`config.mk`:
```
export PLATFORM = sky130hd
export DESIGN_NAME = dcache_ctrl_flat
export DESIGN_NICKNAME = d
export VERILOG_FILES = /design/src/rtl/dcache_ctrl_if.sv /design/src/rtl/dcache_ctrl.sv /design/src/flat_wrapper.sv
export SDC_FILE = /design/constraint.sdc
export NUM_CORES = 1
export LEC_CHECK = 0
export CAP_MARGIN = 0
export CORE_MARGIN = 2
export CORE_UTILIZATION = 45
export DETAILED_ROUTE_END_ITERATION = 10
export PLACE_DENSITY_LB_ADDON = 0.1
export SYNTH_ARGS = -nofsm -noshare
export SYNTH_HDL_FRONTEND = slang
export SYNTH_SLANG_ARGS = --single-unit
```
`constraint.sdc`:
```
create_clock -name clk -period 5.4 [get_ports clk]
set_input_delay 1.08 -clock clk [delete_from_list [all_inputs] [get_ports clk]]
set_output_delay 1.08 -clock clk [all_outputs]
set_load 0.02 [all_outputs]
```
`src/rtl/dcache_ctrl_if.sv`:
```
// Core data-cache port plus backing-memory port of the data cache.
// slave = cache controller side, master = core/memory environment side.
interface dcache_ctrl_if;
  logic        dcache_r_en;
  logic        dcache_w_en;
  logic [15:0] dcache_addr;
  logic [15:0] dcache_w_data;
  logic [15:0] dcache_r_data;
  logic        dcache_ready;
  logic        mem_req;
  logic        mem_we;
  logic [15:0] mem_addr;
  logic [15:0] mem_w_data;
  logic        mem_ack;
  logic [15:0] mem_r_data;

  modport slave (
    input  dcache_r_en, dcache_w_en,
    input  dcache_addr, dcache_w_data,
    output dcache_r_data, dcache_ready,
    output mem_req, mem_we,
    output mem_addr, mem_w_data,
    input  mem_ack, mem_r_data
  );

  modport master (
    output dcache_r_en, dcache_w_en,
    output dcache_addr, dcache_w_data,
    input  dcache_r_data, dcache_ready,
    input  mem_req, mem_we,
    input  mem_addr, mem_w_data,
    output mem_ack, mem_r_data
  );
endinterface

```
`src/rtl/dcache_ctrl.sv`:
```
// Direct-mapped, one-word-line, write-through,
// no-write-allocate data cache controller.
module dcache_ctrl #(
  parameter int INDEX_BITS = 4
) (
  input  logic          clk,
  input  logic          reset,
  dcache_ctrl_if.slave  bus
);
  localparam int LINES = 1 << INDEX_BITS;
  localparam int TAG_W = 16 - INDEX_BITS;

  typedef enum logic [1:0] {
    IDLE, FILL, WRITE, DONE
  } state_e;

  state_e      state_q, state_d;
  logic        ready_q, ready_d;
  logic [15:0] r_data_q, r_data_d;
  logic        mem_req_q, mem_req_d;
  logic        mem_we_q, mem_we_d;
  logic [15:0] mem_addr_q, mem_addr_d;
  logic [15:0] mem_w_data_q, mem_w_data_d;
  logic [LINES-1:0] valid_q, valid_d;

  logic [TAG_W-1:0] tag_q  [LINES];
  logic [15:0]      data_q [LINES];

  logic [INDEX_BITS-1:0] c_idx, m_idx;
  logic [TAG_W-1:0]      c_tag, m_tag;
  logic                  c_hit, m_hit;

  logic                  arr_we;
  logic [15:0]           arr_data;

  assign c_idx = bus.dcache_addr[INDEX_BITS-1:0];
  assign c_tag = bus.dcache_addr[15:INDEX_BITS];
  assign m_idx = mem_addr_q[INDEX_BITS-1:0];
  assign m_tag = mem_addr_q[15:INDEX_BITS];

  assign c_hit = valid_q[c_idx] && (tag_q[c_idx] == c_tag);
  assign m_hit = valid_q[m_idx] && (tag_q[m_idx] == m_tag);

  always_comb begin
    state_d      = state_q;
    ready_d      = 1'b0;
    r_data_d     = r_data_q;
    mem_req_d    = mem_req_q;
    mem_we_d     = mem_we_q;
    mem_addr_d   = mem_addr_q;
    mem_w_data_d = mem_w_data_q;
    valid_d      = valid_q;
    arr_we       = 1'b0;
    arr_data     = bus.mem_r_data;
    unique case (state_q)
      IDLE: begin
        if (bus.dcache_w_en) begin
          mem_req_d    = 1'b1;
          mem_we_d     = 1'b1;
          mem_addr_d   = bus.dcache_addr;
          mem_w_data_d = bus.dcache_w_data;
          state_d      = WRITE;
        end else if (bus.dcache_r_en) begin
          if (c_hit) begin
            r_data_d = data_q[c_idx];
            ready_d  = 1'b1;
            state_d  = DONE;
          end else begin
            mem_req_d  = 1'b1;
            mem_we_d   = 1'b0;
            mem_addr_d = bus.dcache_addr;
            state_d    = FILL;
          end
        end
      end
      FILL: begin
        if (bus.mem_ack) begin
          valid_d[m_idx] = 1'b1;
          arr_we         = 1'b1;
          r_data_d       = bus.mem_r_data;
          mem_req_d      = 1'b0;
          ready_d        = 1'b1;
          state_d        = DONE;
        end
      end
      WRITE: begin
        if (bus.mem_ack) begin
          // Update only a resident line; misses never allocate.
          arr_we    = m_hit;
          arr_data  = mem_w_data_q;
          mem_req_d = 1'b0;
          ready_d   = 1'b1;
          state_d   = DONE;
        end
      end
      DONE: begin
        state_d = IDLE;
      end
      default: begin
        state_d = IDLE;
      end
    endcase
  end

  always_ff @(posedge clk or negedge reset) begin
    if (!reset) begin
      state_q      <= IDLE;
      ready_q      <= 1'b0;
      r_data_q     <= '0;
      mem_req_q    <= 1'b0;
      mem_we_q     <= 1'b0;
      mem_addr_q   <= '0;
      mem_w_data_q <= '0;
      valid_q      <= '0;
    end else begin
      state_q      <= state_d;
      ready_q      <= ready_d;
      r_data_q     <= r_data_d;
      mem_req_q    <= mem_req_d;
      mem_we_q     <= mem_we_d;
      mem_addr_q   <= mem_addr_d;
      mem_w_data_q <= mem_w_data_d;
      valid_q      <= valid_d;
    end
  end

  always_ff @(posedge clk) begin
    if (arr_we) begin
      tag_q[m_idx]  <= m_tag;
      data_q[m_idx] <= arr_data;
    end
  end

  assign bus.dcache_ready  = ready_q;
  assign bus.dcache_r_data = r_data_q;
  assign bus.mem_req       = mem_req_q;
  assign bus.mem_we        = mem_we_q;
  assign bus.mem_addr      = mem_addr_q;
  assign bus.mem_w_data    = mem_w_data_q;
endmodule

```
`src/flat_wrapper.sv`:
```
// flat-port wrapper written by rule: the top's interface ports become plain ports
module dcache_ctrl_flat 
#(
  parameter int INDEX_BITS = 4
)
  (clk, reset, bus_dcache_r_en, bus_dcache_w_en, bus_dcache_addr, bus_dcache_w_data, bus_dcache_r_data, bus_dcache_ready, bus_mem_req, bus_mem_we, bus_mem_addr, bus_mem_w_data, bus_mem_ack, bus_mem_r_data);
  dcache_ctrl_if bus_i ();
  input  logic clk;
  input  logic reset;
  input wire logic [$bits(bus_i.dcache_r_en)-1:0] bus_dcache_r_en;
  input wire logic [$bits(bus_i.dcache_w_en)-1:0] bus_dcache_w_en;
  input wire logic [$bits(bus_i.dcache_addr)-1:0] bus_dcache_addr;
  input wire logic [$bits(bus_i.dcache_w_data)-1:0] bus_dcache_w_data;
  output wire logic [$bits(bus_i.dcache_r_data)-1:0] bus_dcache_r_data;
  output wire logic [$bits(bus_i.dcache_ready)-1:0] bus_dcache_ready;
  output wire logic [$bits(bus_i.mem_req)-1:0] bus_mem_req;
  output wire logic [$bits(bus_i.mem_we)-1:0] bus_mem_we;
  output wire logic [$bits(bus_i.mem_addr)-1:0] bus_mem_addr;
  output wire logic [$bits(bus_i.mem_w_data)-1:0] bus_mem_w_data;
  input wire logic [$bits(bus_i.mem_ack)-1:0] bus_mem_ack;
  input wire logic [$bits(bus_i.mem_r_data)-1:0] bus_mem_r_data;
  assign bus_i.dcache_r_en = bus_dcache_r_en;
  assign bus_i.dcache_w_en = bus_dcache_w_en;
  assign bus_i.dcache_addr = bus_dcache_addr;
  assign bus_i.dcache_w_data = bus_dcache_w_data;
  assign bus_dcache_r_data = bus_i.dcache_r_data;
  assign bus_dcache_ready = bus_i.dcache_ready;
  assign bus_mem_req = bus_i.mem_req;
  assign bus_mem_we = bus_i.mem_we;
  assign bus_mem_addr = bus_i.mem_addr;
  assign bus_mem_w_data = bus_i.mem_w_data;
  assign bus_i.mem_ack = bus_mem_ack;
  assign bus_i.mem_r_data = bus_mem_r_data;
  dcache_ctrl #(.INDEX_BITS(INDEX_BITS)) u_core (.clk(clk), .reset(reset), .bus(bus_i));
endmodule
```
# == Yosys cells after proc, flatten, opt, wreduce, memory -nomap -nowiden ==
# Memory sizes are Yosys's and may differ from the RTL's.
# Cells that the tools add are included.
# totals
out_inout_bits,51
mem_bits_rw,448
word_cells,79
n_memories,2
input_bits,53
reg_bits,69
# op_classes
n_lt_le_gt_ge,3
n_eq_ne,13
n_mux,38
n_reduce_logical,14
n_bitwise,1
# mem_list
memory,depth,width,rd,rd_ports_with_merged_regs,write_ports,line,text
u_core.data_q,16,16,1,0,1,dcache_ctrl.sv:27,logic [15:0] data_q [LINES];
u_core.tag_q,16,12,2,0,1,dcache_ctrl.sv:26,logic [TAG_W-1:0] tag_q [LINES];
# ops
cell,n
$mux 16,9
$pmux 16 s2,1
$eq 12x12->1,2
$mux 1,17
$or 16x16->16,1
$lt 4x5->1 const B,2
$bmux 1 s4,2
$mux 2,4
$ne 2x2->1 const B,4
$ne 3x3->1 const B,2
$pmux 1 s2,3
$pmux 2 s3,1
$reduce_and 2->1,3
$reduce_bool 2->1,3
$reduce_and 5->1,1
$demux 1 s4,1
$eq 2x2->1 const B,2
$ge 4x1->1 const B,1
$ne 2x1->1 const B,2
$reduce_and 4->1,1
$logic_and 1x1->1,3
$reduce_and 3->1,1
$eq 2x1->1 const B,1
$logic_not 2->1,1
$reduce_or 2->1,1

# == Logic depth before layout (Yosys ltp) ==
# Gate-level depths: netlist of the first run.
# depth
word_depth,7
mapped_depth,13
ltp_nobuf,9

# == Worst setup path before layout of the first run ==
# OpenSTA, ideal clock, no wires.
# synth_path
path_kind,register to register
from,"reg u_core.mem_addr_q[0], in the netlist u_core.bus.mem_addr[0]"
to,"mem u_core.data_q[3][0], enable pin"
path_buffers,3
slack_ps,137
setup_ps,448
synth_period_minus_slack_ps,5263
arrival_time_ps,4815
path_stages_with_launch,12
required_time_ps,4952
cell_sequence,dfrtp_1 -> buf_6 -> buf_6 -> buf_2 -> mux4_2 -> mux2i_1 -> o22ai_1 -> a2111oi_0 -> a22oi_1 -> o32ai_4 -> nand3_2 -> nor3_1
# synth_via
elab_chain_len,7
word_cells_on_any_way,9
cone_classes,eq/ne (1); mux (6); reduce/logical (1); memory (1)
# synth_rtl
item,line,text
from (decl),dcache_ctrl.sv:22,"logic [15:0] mem_addr_q, mem_addr_d;"
from (signal assigned),dcache_ctrl.sv:121,mem_addr_q <= mem_addr_d;
$mem_v2 16x12 / $bmux 1 s4 (equally long branches),-,
$eq 12x12->1 / $mux 1 (equally long branches),dcache_ctrl.sv:42,assign m_hit = valid_q[m_idx] && (tag_q[m_idx] == m_tag);
$logic_and 1x1->1,dcache_ctrl.sv:42,
$mux 1,dcache_ctrl.sv:87,if (bus.mem_ack) begin
$pmux 1 s2,dcache_ctrl.sv:55,unique case (state_q)
$mux 1,dcache_ctrl.sv:128,if (arr_we) begin
$mux 1 (implied by the code),dcache_ctrl.sv:130,data_q[m_idx] <= arr_data;
to (decl),dcache_ctrl.sv:27,
# Parallel ways exist; a longest one is shown, timed or not. The select of a mux whose other input is x is not followed.

# == Worst setup path after layout of the first run ==
# layout_path
from,"reg u_core.mem_addr_q[0], in the netlist u_core.bus.mem_addr[0]"
to,"mem u_core.tag_q[6][4] (netlist bit), enable pin"
# layout_via
elab_chain_len,7
word_cells_on_any_way,9
cone_classes,eq/ne (1); mux (6); reduce/logical (1); memory (1)
# layout_rtl
item,line,text
$mem_v2 16x12 / $bmux 1 s4 (equally long branches),-,
$eq 12x12->1 / $mux 1 (equally long branches),dcache_ctrl.sv:42,
$logic_and 1x1->1,dcache_ctrl.sv:42,
$mux 1,dcache_ctrl.sv:87,
$pmux 1 s2,dcache_ctrl.sv:55,
$mux 1,dcache_ctrl.sv:128,
$mux 1 (implied by the code),dcache_ctrl.sv:129,tag_q[m_idx] <= m_tag;
to (decl),dcache_ctrl.sv:26,
# Parallel ways exist; a longest one is shown, timed or not. The select of a mux whose other input is x is not followed.

==> qor.yml, run 1 <==
status: "complete, no violations"
synth.cell_area_mm2: 0.02289
avgRoutedWirePerCell_um: 29.71
gp_congestion: 0.8081
synth_top_cell_area_share_pct: 58.78
synth_mux_area_share_pct: 23.31
seqCellArea_mm2: 0.01518
grt_pass1_wl_um: 90700
fillerInstances: 3934
yosysWarnings: 0
finalSetupTns_ns: 0
vias: 12630
drt-initial-drc-count: 1294
syn_to_final_growth_pct: 17.10
clk_latency_ns: 0.61
slew_violations: 0
synth_compound_area_share_pct: 3.581
synth_fa_ha_area_share_pct: 0.2187
powerDensity_mw_per_mm2: 478.6
drtAntennaViolNets: 0
die_y_um: 229.5
synth_ff_type: "edfxtp_1"
synth_edf_count: 448
postCtsHoldBufs: 0
arrival_ns: 5.23
rr_startpoint: "u_core.bus.mem_addr[0]"
synthArstFlopShare_pct: 13.35
overflow: 0
syn_inst: 1229
initial_core_util_pct: 45.62
layout_commonest_cell: "edfxtp_1"
ios: 104
cts-root-buf: "clkbuf_16"
relSlewSlack_pct: 21.61
synth-xor-area-share_pct: 0.9184
rr_worst_depth: 9
cts_tree: "built"
syn_avg_cell_area_um2: 18.62
nets: 1426
synth_top_family_by_area: "multiplexers"
drc: 0
postCtsSetupRepairBufs: 0
grt_antenna_before_repair: 2
htree_levels: 2
worst-r2r-setup-slack_ns: 0.50
ys_seq_elements: 517
grt_max_degree: 52
antennaDiodeCount: 0
final_cell_mix: "448 x edfxtp_1, 183 x mux4_2, 98 x clkdlybuf4s50_1"
hold_slack_ns: 0.3735
rows: 82
cp-start-kind: "flop"
post_cts_resized: 0
final_layout_size_suffix_gt1_share_pct: 29.38
worst_pin_slew_ns: 1.173
p_leak_nw: 8.994
placeableCoreArea_mm2: 0.05017
hold_viol: 0
cts_buffer_depth: 3
ys_types: 61
syn-num-nets: 1286
finalWirelength_um: 62040
max_freq_mhz: 204.1
crit_path_end_kind: "flop"
setup_viol: 0
required_ns: 5.73
avgViaCountPerCell: 6.050
drt_pass1_iterations: 8
dieArea_mm2: 0.05268
ir_drop_mv: 0.3116
drv_cap: 0
die_w_um: 229.5
ys_seq_area_share_pct: 66.32
clkSlewWorstSetupHoldPaths_ns: 0.06
synth.area.top_cells: "edfxtp_1 59%, mux4_2 18%, dfrtp_1 7.5%, mux2i_1 2.5%, mux2_2 2.4%"
period_minus_slack_ns: 4.899
rsz0062_at_grt: "no"
fin_crit_sh_pct: 90.71
critPathKind: "flop to flop"
hpwl_um: 37700
crit_fanout: 38
port_buffers: 103
r2r-end: "u_core.tag_q[6][4]"
grt_pass1_vias: 12820
numCtsBuffers: 56
multi_input_area_mm2: 0.007387
synthSimpleGateAreaFrac_pct: 3.794
clock_sinks: 517
skew_ns: 0.01448
hold_path.class: "input pin to asynchronous set/reset pin"
synth_top_cell_by_area: "edfxtp_1"
grt.total_usage_pct: 23.88
area by class of cell:
| class | count | share of cell area, % |
|---|---|---|
| Clock inverter | 36 | 1.153 |
| Timing Repair Buffer | 159 | 5.705 |
| Sequential cell | 517 | 56.66 |
| Multi-Input combinational cell | 625 | 27.56 |
| Tap cell | 672 | 3.137 |
| Clock buffer | 69 | 5.640 |
| Inverter | 10 | 0.1401 |
report_power, final:
group          internal (mW)  switching (mW)  total [mW]
sequential              5.02           0.648        5.67
clock                   2.18            1.60        3.79
combinational           1.58            1.79        3.37
total                   8.79            4.04        12.8
Yosys cell counts, types with 3 or more instances:
library cell / n
buf_2: 25
o21ai_0: 28
o22ai_1: 8
inv_1: 9
dfrtp_1: 69
mux2i_1: 57
nand4_1: 3
buf_4: 4
xor2_1: 10
nand3_1: 3
mux2_1: 8
edfxtp_1: 448
ha_1: 4
nor3_1: 8
a41o_1: 3
buf_1: 8
buf_6: 7
nor2b_1: 24
clkbuf_1: 33
o211ai_1: 4
a21oi_1: 35
a31o_2: 3
a211oi_1: 3
mux4_2: 183
nand2b_1: 23
xnor2_1: 14
mux2_2: 49
a22o_1: 4
o21ai_1: 10
a21o_1: 9
nor2_1: 41
nand2_1: 52
layer usage:
layer	global-route usage [%]	up-vias	routed length, um
li1	-	5292	-
met3	4.532	68	4360
met5	0	-	0
met1	35.39	6754	27400
met4	4.809	0	971
met2	37.22	518	29310
worst max-delay path, stage by stage (launching register included):
cell	delay [ns]
dfrtp_4	0.95
mux4_2	0.60
mux2i_1	0.48
o22ai_1	0.22
a2111oi_0	0.57
a22oi_1	0.30
o32ai_4	0.44
nand2_1	0.26
nor2_4	0.53
buf_12	0.21
through the flow:
stage | setup WS, ns | area [um^2] | instances | util (%) | total power [mW]
4_1_cts | 0.4666 | 26800 | 2088 | 53.42 | 12.93
3_3_place_gp | 0.5205 | 24980 | 1983 | 49.79 | 9.089
3_5_place_dp | 0.5158 | 24980 | 1983 | 49.79 | 9.135
2_1_floorplan | 0.1366 | 22890 | 1229 | - | 7.747
5_1_grt | 0.2881 | 26800 | 2088 | 53.42 | 13.36
6_report | 0.5014 | 26800 | 2088 | 53.42 | 12.83
how the worst max path moves through the flow:
| stage | startpoint | end | slack (ns) | cells after the start |
|---|---|---|---|---|
| 3_3_place_gp | u_core.bus.mem_addr[0] | u_core.tag_q[7][3] | 0.52 | 9 |
| 5_1_grt | u_core.bus.mem_addr[0] | u_core.tag_q[7][2] | 0.29 | 9 |
| 6_report | u_core.bus.mem_addr[0] | u_core.tag_q[6][4] | 0.50 | 9 |
| 3_5_place_dp | u_core.bus.mem_addr[0] | u_core.tag_q[7][3] | 0.52 | 9 |
| 4_1_cts | u_core.bus.mem_addr[0] | u_core.tag_q[7][2] | 0.47 | 9 |
| 2_1_floorplan | u_core.bus.mem_addr[0] | u_core.data_q[3][0] | 0.14 | 11 |
flip-flops by register name, summed over array words and instances, names as in the netlist:
name and cells:
u_core.data_q 256, u_core.tag_q 192, u_core.bus.dcache_r_data 16, u_core.bus.mem_addr 16, u_core.bus.mem_w_data 16, u_core.valid_q 16
u_core.state_q 2, u_core.bus.dcache_ready 1, u_core.bus.mem_req 1, u_core.bus.mem_we 1
kinds of logic (layout without fill, tap and decap cells):
| family | count (synthesis) | after routing |
|---|---|---|
| DFF | 517 | 517 |
| muxes | 297 | 297 |
| and+or+nand+nor | 173 | 173 |
| AOI/OAI and AO/OA | 127 | 127 |
| buffers and inverters | 87 | 274 |
| xor gates and xnor gates | 24 | 24 |
| adders and majority gates | 4 | 4 |
No activity file was read; power rests on OpenSTA's default activity.
==> run 2: changes to the inputs <==
Settings changed: ABC_CLOCK_PERIOD_IN_PS set to 5400.
==> results of run 2 <==
Same layout as run 1: the final DEF is identical, and so are final timing and power.
==> run 3: changes to the inputs <==
Settings changed: ABC_CLOCK_PERIOD_IN_PS 5400 to unset.
Clock period 5.4 ns to 5.36 ns, I/O delays scaled along.
==> qor.yml, run 3 (same netlist as run 1, synthesis figures left out) <==
worst_pin_slew_ns: 1.136
critPathBufInv: 2
postCtsHoldBufs: 0
grt_max_degree: 47
hold_slack_ns: 0.4010
r2r-end: "u_core.data_q[14][3]"
dieArea_mm2: 0.05268
finalPower_mw: 12.87
cp-start-kind: "flop"
antennaDiodeCount: 0
hold_viol: 0
numCtsBuffers: 55
layout_commonest_cell: "edfxtp_1"
port_buffers: 103
required_ns: 5.59
postCtsSetupRepairBufs: 0
dp.cells: 1985
worst-r2r-setup-slack_ns: 0.79
drv_cap: 0
crit_path_frequent_cell: "buf_4"
vias: 12540
drtAntennaViolNets: 0
cts_buffer_depth: 3
largest_register_ffs: 256
finalWirelength_um: 60970
path_delay_family: "compound AO/OA/AOI/OAI gates"
ios: 104
largest_registers: "u_core.data_q x256, u_core.tag_q x192"
instances_no_fill: 2089
final_cell_mix: "448 x edfxtp_1, 183 x mux4_2, 98 x clkdlybuf4s50_1"
critPathKind: "flop to flop"
max_stage_delay_ns: 0.86
rsz0062_at_grt: "no"
status: "complete, no violations"
nets: 1427
placeableCoreArea_mm2: 0.05017
die_y_um: 229.5
drc: 0
relSlewSlack_pct: 24.11
arrival_ns: 4.80
crit_path_end_kind: "flop"
period_minus_slack_ns: 4.568
final_layout_size_suffix_gt1_share_pct: 28.51
finalSetupTns_ns: 0
avgViaCountPerCell: 6.003
grt_pass1_wl_um: 89990
p_leak_nw: 8.966
overflow: 0
crit_fanout: 33
syn_to_final_growth_pct: 17.09
fin_crit_sh_pct: 85.22
cp_cell_sequence: "buf_4 > mux4_2 > a21boi_0 > mux2i_1 > a2111oi_0 > a22oi_1 > o32ai_4 > nand3_2 > nor3b_4 > buf_4"
postPlaceCellArea_mm2: 0.02502
powerDensity_mw_per_mm2: 480.4
rows: 82
rr_startpoint: "u_core.bus.mem_addr[0]"
top_register: "u_core.data_q"
max_freq_mhz: 218.9
cts_tree: "built"
initial_core_util_pct: 45.62
grt.total_usage_pct: 23.62
cp-startpoint: "u_core.bus.mem_addr[0]"
htree_levels: 2
clk_latency_ns: 0.61
post_cts_resized: 0
clkSlewWorstSetupHoldPaths_ns: 0.06
die_w_um: 229.5
hold_path.class: "input pin to asynchronous set/reset pin"
grt_antenna_before_repair: 0
slew_violations: 0
avgRoutedWirePerCell_um: 29.18
gp_congestion: 0.8470
setup_viol: 0
cts-root-buf: "clkbuf_16"
ir_drop_mv: 0.2944
drt_pass1_iterations: 5
rr_worst_depth: 10
grt_pass1_vias: 12690
fillerInstances: 3942
critical_path.slowest_cell: "dfrtp_4"
drt-initial-drc-count: 1160
skew_ns: 0.02274
hpwl_um: 37510
fin_area_mm2: 0.02680
clock_sinks: 517
[run 3: final cells by class]
| cell class | count | area (um^2) | area share (%) |
|---|---|---|---|
| Tap cell | 672 | 840.8 | 3.138 |
| Timing Repair Buffer | 161 | 1569 | 5.855 |
| Clock buffer | 75 | 1514 | 5.649 |
| Multi-Input combinational cell | 625 | 7387 | 27.57 |
| Inverter | 10 | 37.54 | 0.1401 |
| Clock inverter | 29 | 265.3 | 0.9898 |
| Sequential cell | 517 | 15180 | 56.66 |
[run 3: per-stage QoR]
stage	utilization [%]	setup slack, ns
after global routing	53.41	0.4104
after floorplan	-	0.09655
after detailed placement	49.87	0.7376
after CTS	53.41	0.7588
after global placement	49.87	0.7192
final	53.41	0.7923
[run 3: per-layer routing]
| metal | track usage (%) | wire (um) | vias to the layer above |
|---|---|---|---|
| met4 | 5.580 | 1241 | 0 |
| met2 | 36.94 | 29290 | 416 |
| met5 | 0 | 0 | - |
| li1 | - | - | 5313 |
| met1 | 34.55 | 26780 | 6730 |
| met3 | 4.470 | 3658 | 81 |
[run 3: worst max path at each step]
stage,end,cells after the start
after floorplan,u_core.data_q[3][0],11
after global placement,u_core.bus.mem_addr[2],10
after detailed placement,u_core.bus.dcache_r_data[2],9
after CTS,u_core.data_q[14][2],10
after global routing,u_core.data_q[14][14],10
final,u_core.data_q[14][3],10
[run 3: power by group]
group | switching [mW] | internal [mW]
clock | 1.57 | 2.17
combinational | 1.87 | 1.60
sequential | 0.595 | 5.06
